--- src/rtl/regfile_access_ctrl.sv ---
// Initiator-side controller for a 32x32 register file: decodes rs1/rs2/rd, issues the
// registered read, presents operands on a valid/ready handshake and serialises writebacks.
module regfile_access_ctrl (
  input  logic        clk,
  input  logic        reset,
  input  logic        en,
  input  logic        instr_valid,
  output logic        instr_ready,
  input  logic [31:0] instr,
  output logic        op_valid,
  input  logic        op_ready,
  output logic [31:0] op_rs1val,
  output logic [31:0] op_rs2val,
  output logic [4:0]  op_rd,
  output logic [31:0] op_instr,
  input  logic        wb_valid,
  output logic        wb_ready,
  input  logic [4:0]  wb_rd,
  input  logic [31:0] wb_data,
  output logic        rf_en,
  output logic        rf_readEn,
  output logic        rf_writeEn,
  output logic [4:0]  rf_rs1,
  output logic [4:0]  rf_rs2,
  output logic [4:0]  rf_rd,
  output logic [31:0] rf_dataIn,
  input  logic [31:0] rf_readOut1,
  input  logic [31:0] rf_readOut2
);

  typedef enum logic [1:0] {IDLE, RD_ISSUE, RD_WAIT, OUT} state_t;

  state_t      state_reg, state_next;
  logic [31:0] instr_reg;
  logic        op_valid_reg;
  logic [31:0] op_rs1val_reg, op_rs2val_reg, op_instr_reg;
  logic [4:0]  op_rd_reg;

  logic accept, issue, capture, retire, write_act;

  // Writebacks take priority in IDLE/RD_ISSUE; RD_WAIT refuses them so the
  // already-registered read data cannot go stale.
  always_comb begin
    state_next = state_reg;
    accept     = 1'b0;
    issue      = 1'b0;
    capture    = 1'b0;
    retire     = 1'b0;
    write_act  = 1'b0;
    if (en) begin
      case (state_reg)
        IDLE: begin
          if (wb_valid) begin
            write_act = 1'b1;
          end else if (instr_valid) begin
            accept     = 1'b1;
            state_next = RD_ISSUE;
          end
        end
        RD_ISSUE: begin
          if (wb_valid) begin
            write_act = 1'b1;
          end else begin
            issue      = 1'b1;
            state_next = RD_WAIT;
          end
        end
        RD_WAIT: begin
          capture    = 1'b1;
          state_next = OUT;
        end
        OUT: begin
          write_act = wb_valid;
          if (op_valid_reg && op_ready) begin
            retire     = 1'b1;
            state_next = IDLE;
          end
        end
        default: state_next = IDLE;
      endcase
    end
  end

  always_ff @(posedge clk or negedge reset) begin
    if (!reset) begin
      state_reg     <= IDLE;
      instr_reg     <= '0;
      op_valid_reg  <= 1'b0;
      op_rs1val_reg <= '0;
      op_rs2val_reg <= '0;
      op_rd_reg     <= '0;
      op_instr_reg  <= '0;
    end else begin
      state_reg <= state_next;
      if (accept) begin
        instr_reg <= instr;
      end
      if (capture) begin
        op_rs1val_reg <= (instr_reg[19:15] == 5'd0) ? 32'd0 : rf_readOut1;
        op_rs2val_reg <= (instr_reg[24:20] == 5'd0) ? 32'd0 : rf_readOut2;
        op_rd_reg     <= instr_reg[11:7];
        op_instr_reg  <= instr_reg;
        op_valid_reg  <= 1'b1;
      end else if (retire) begin
        op_valid_reg <= 1'b0;
      end
    end
  end

  assign instr_ready = accept;
  assign wb_ready    = write_act;
  assign rf_en       = en;
  assign rf_readEn   = issue;
  // x0 writes are acknowledged but never reach the register file.
  assign rf_writeEn  = write_act && (wb_rd != 5'd0);
  assign rf_rs1      = instr_reg[19:15];
  assign rf_rs2      = instr_reg[24:20];
  assign rf_rd       = write_act ? wb_rd   : instr_reg[11:7];
  assign rf_dataIn   = write_act ? wb_data : instr_reg;

  assign op_valid  = op_valid_reg;
  assign op_rs1val = op_rs1val_reg;
  assign op_rs2val = op_rs2val_reg;
  assign op_rd     = op_rd_reg;
  assign op_instr  = op_instr_reg;

endmodule
--- config.mk ---
export PLATFORM = sky130hd
export DESIGN_NAME = regfile_access_ctrl
export DESIGN_NICKNAME = d
export VERILOG_FILES = /design/src/rtl/regfile_access_ctrl.sv
export SDC_FILE = /design/constraint.sdc
export NUM_CORES = 1
export LEC_CHECK = 0
export CORE_MARGIN = 2
export CORE_UTILIZATION = 43
export DETAILED_ROUTE_END_ITERATION = 6
export PLACE_DENSITY = 0.86
export SLEW_MARGIN = 40
export SYNTH_ARGS = -nofsm -noshare
export SYNTH_HDL_FRONTEND = slang
export SYNTH_SLANG_ARGS = --single-unit
--- constraint.sdc ---
create_clock -name clk -period 3.28 [get_ports clk]
set_input_delay 0.656 -clock clk [delete_from_list [all_inputs] [get_ports clk]]
set_output_delay 0.656 -clock clk [all_outputs]
set_load 0.005 [all_outputs]
### Word-level counts from Yosys, hierarchy flattened

Index checks and enable logic that the tools add are counted.

* bits in registers: 136
* latch bits: 0
* RAM bits: 0
* ROM bits: 0
* bits of input ports: 139
* output and inout bits: 154
* logic and storage cells: 49
* memories kept: 0

* add/subtract/negate cells: 0
* $mul: 0
* divide/modulo/power cells: 0
* order comparisons: 0
* eq/ne operators: 7
* shift operators: 0
* muxes and demuxes: 26
* bitwise gates (word level): 0
* reductions and logical operators: 9

Operator list (count)
* $mux 32: 3
* $mux 1: 16
* $logic_not 5->1: 2
* $mux 2: 4
* $ne 2x2->1 const B: 4
* $pmux 2 s4: 1
* $mux 5: 1
* $reduce_and 5->1: 1
* $reduce_bool 5->1: 1
* $eq 2x2->1 const B: 2
* $eq 2x1->1 const B: 1
* $logic_and 1x1->1: 2
* $logic_not 2->1: 1
* $pmux 1 s2: 1
* $reduce_bool 2->1: 1
* $reduce_or 2->1: 1

### Depth between registers and ports, before layout

* word-level depth: 6
* depth in mapped cells: 8
* depth with buffers taken out: 6

### Least setup slack after synthesis

No wires, ideal clock.

* kind: input port to output port
* start point: in en
* end point: out rf_dataIn[17]
* arrival time: 1524 ps
* data required time: 2624 ps
* setup slack: 1100 ps
* cell stages on the path: 7
* path buffers: 3
* cell sequence: buf_4 nand3b_1 inv_1 buf_2 buf_2 nand2_1 nand2_1

* word-level cells in the longest chain between the ends: 2

Ends and longest elaborated chain
* from (decl): line 6 `input logic en,`
* $mux 1: line 50 `if (en) begin`
* named net wb_ready: line 17 `output logic wb_ready,`
* $mux 32: line 119 `assign rf_dataIn = write_act ? wb_data : instr_reg;`
* to (decl): line 26 `output logic [31:0] rf_dataIn,`

The timed path passes the listed nets, and every way through them passes these cells.

### Worst setup path after layout

* start point: reg state_reg[0]
* end point: out rf_dataIn[9]

* word-level cells in the longest chain between the ends: 5
* elaborated cells between the ends (all ways): 7
* classes of those cells: eq/ne: 2; mux: 3; reduce/logical: 2

Ends and longest elaborated chain
* from (decl): line 33 `state_t state_reg, state_next;`
* from (signal assigned): line 94 `state_reg <= state_next;`
* $eq 2x1->1 or $logic_not 2->1 (tied branches): line 51 `case (state_reg)`
* $reduce_or 2->1 (no source line)
* $pmux 1 s2 *: line 51
* $mux 1 *: line 50
* $mux 32 *: line 119

Mark *: on every way between the ends. The rest lies on a longest branch, timed or not.

==> impl_metrics.py <==
metrics = {
    "floorplanning": {
        "ios": 293,
        "die_h_um": 120,
        "row_count": 42,
        "die_x_um": 120,
        "core_mm2": 0.0132,
        "die_area_mm2": 0.0144,
        "start_util_pct": 43.7,
    },
    "power": {
        "pwr-share-comb_pct": 41.8,
        "power-per-cell-area_mw_per_mm2": 879,
        "peakVddDrop_mv": 0.575,
        "intPower_w": 0.00560,
        "switching_power_w": 0.00260,
        "power_w": 0.00820,
        "leakagePower_nw": 4.27,
        "p_sw_share_pct": 31.7,
        "power.share.clock_pct": 23.8,
        "seqPwrFrac_pct": 34.5,
    },
    "grt": {
        "grt_pass1_wl_um": 28300,
        "grt_use_met1_pct": 29.9,
        "grt-ovfl-total": 0,
        "grt_max_degree": 70,
        "grt_use_met3_pct": 9.55,
        "grt_pass1_vias": 5328,
        "grt-busiest-layer": "met2",
        "antenna_found_initial": 1,
        "grt.total_usage_pct": 25.8,
        "gr-usage-met2_pct": 44.3,
    },
    "synth": {
        "ys_top_cells_by_count": "335 x nand2_1, 131 x dfrtp_1, 57 x o21ai_0",
        "post-synth-top-count-cell": "nand2_1",
        "netlist_area_mm2": 0.00577,
        "ys_seq_elements": 131,
        "seq_area_frac_synth_pct": 56.8,
        "synth-edff-count": 0,
        "syn_area_per_cell_um2": 8.98,
        "yosys.area.top_type": "dfrtp_1",
        "ys_warn_count": 0,
        "syn_inst": 642,
        "synth_cell_types": 25,
        "synth_top_area_share_pct": 56.8,
        "ys.flop_type": "dfrtp_1",
        "syn-num-nets": 785,
        "yosys-top-cells-area": "dfrtp_1 57%, nand2_1 22%, mux2_2 6.2%",
        "async_reset_ff_share_pct": 100,
    },
    "clocking": {
        "clock_path_buffers": 2,
        "clkTransAtPathRegs_ns": 0.06,
        "htree_levels": 4,
        "ctsHoldBuffers": 0,
        "ctsResizeCount": 0,
        "cts_made_buffers": 17,
        "clk-insertion-delay-late_ns": 0.42,
        "ctsRootBufferMaster": "clkbuf_16",
        "post_cts_buffers": 0,
        "cts_tree": "done",
        "cts_sinks": 131,
    },
    "sta": {
        "tightest_slew_ns": 0.679,
        "fin_hold_ws_ns": 0.228,
        "rsz0062_at_grt": "no",
        "period_minus_slack_ns": 3.12,
        "setup_violations": 0,
        "clock.fmax_ghz": 0.320,
        "drv_slew": 0,
        "skew_ns": 0.00720,
        "setup_tns_ns": 0,
        "finalCritPeriodShare_pct": 95.2,
        "slew_headroom_pct": 54.6,
        "hold_violations": 0,
    },
    "placed_design": {
        "io_buffer_count": 292,
        "dp_hpwl_um": 13000,
        "place_congestion": 0.806,
    },
    "worst_setup_path": {
        "start_kind": "flop",
        "cp_slowest_cell": "clkdlybuf4s50_1",
        "cp.required_ns": 2.62,
        "r2r_start": "state_reg[0]$_DFFE_PN0P_",
        "crit_arrival_ns": 2.47,
        "endpoint_kind": "output pin",
        "r2r-end": "op_rs2val[23]$_DFFE_PN0P_",
        "crit_path_start": "state_reg[0]$_DFFE_PN0P_",
        "crit_family": "buffers and inverters",
        "path_buf_inv": 4,
        "path_class": "flop to output pin",
        "reg2reg_depth": 6,
        "crit_chain": "inv_1 > ha_1 > nand3b_1 > inv_1 > buf_12 > nand2_1 > nand2_1 > clkdlybuf4s50_1",
        "worstPathMaxFanout": 38,
        "rrSetupSlack_ns": 1.31,
        "max_stage_delay_ns": 0.52,
    },
    "routing": {
        "drt_drc_violations_left": 0,
        "vias": 5395,
        "wire_per_inst_um": 16.5,
        "detail-route-antenna-nets": 0,
        "dr.pass1.iters": 7,
        "post_drt_via_cell_ratio": 4.91,
        "routed_wl_um": 18100,
        "drt-initial-drc-count": 284,
    },
    "final_layout": {
        "final_util_pct": 70.7,
        "seq_area_mm2": 0.00328,
        "fillerInstances": 981,
        "drive_above_1_share_pct": 9.00,
        "multiInputGateArea_mm2": 0.00215,
        "syn_to_final_growth_pct": 61.6,
        "nets": 1052,
    },
    "min_path": {
        "hold_path_class": "input pin to async pin",
    },
    "run_status": {
        "status": "completed",
    },
    "job": {
        "maxCapViolations": 0,
    },
}
-- placed cells by master, fill, tap and decap left out, types with 3 or more instances in the layout --
cell type          n
buf_12             4
buf_4              6
bufinv_16          3
clkbuf_16         17
clkdlybuf4s50_1  291
clkinv_2           4
clkinv_4           3
clkinvlp_4         3
dfrtp_1          131
ha_1               4
inv_1              4
mux2_2            32
nand2_1          334
o21ai_0           57
o21ai_1            7
-- worst max path at each step --
stage,cells after the start,to,slack [ns]
floorplan,7,rf_dataIn[17],1.10
global placement,7,rf_dataIn[3],0.21
detailed placement,7,rf_dataIn[9],0.17
CTS,8,rf_dataIn[9],0.14
global route,8,rf_dataIn[9],0.04
finish,8,rf_dataIn[9],0.16
-- cell families (layout without fill, tap and decap cells) --
kind of cell	Yosys count	count (layout)	synth area share, %
simple gates	347	347	23.5
fa+ha+maj	4	4	0.868
mux	33	33	6.44
flops	131	131	56.8
compound gates	69	69	6.23
other cells	0	1	0
buf+inv	58	338	6.14
-- metal layers --
| layer | share of wire [%] | wire length [µm] |
|---|---|---|
| met1 | 40 | 7220 |
| met2 | 50 | 9050 |
| met3 | 9.0 | 1640 |
| met4 | 1.3 | 244 |
| met5 | 0 | 0 |
-- power groups by stage --
stage	Clock [W]	Combinational, W	Sequential, W
3_3_place_gp	0	0.00336	0.00281
2_1_floorplan	0	0.00138	0.00279
6_report	0.00195	0.00342	0.00283
5_1_grt	0.00205	0.00375	0.00292
3_5_place_dp	0	0.00344	0.00284
4_1_cts	0.00197	0.00347	0.00283
-- final cells by class --
cell class              instances  area share (%)
diodes                          1          0.0268
flip-flops and latches        131            35.2
well taps                     176            2.36
inverters                       4           0.161
clock inverters                13            1.70
clock buffers                  19            4.86
multi-input cells             453            23.0
repair buffers                302            32.7
-- stage by stage --
step	cells	area, µm²	setup slack, ns
floorplan	642	5770	1.10
global placement	1066	8710	0.209
detailed placement	1066	8710	0.174
CTS	1098	9320	0.142
global route	1099	9320	0.0444
finish	1099	9320	0.158
No activity file was read; power rests on OpenSTA's default activity.
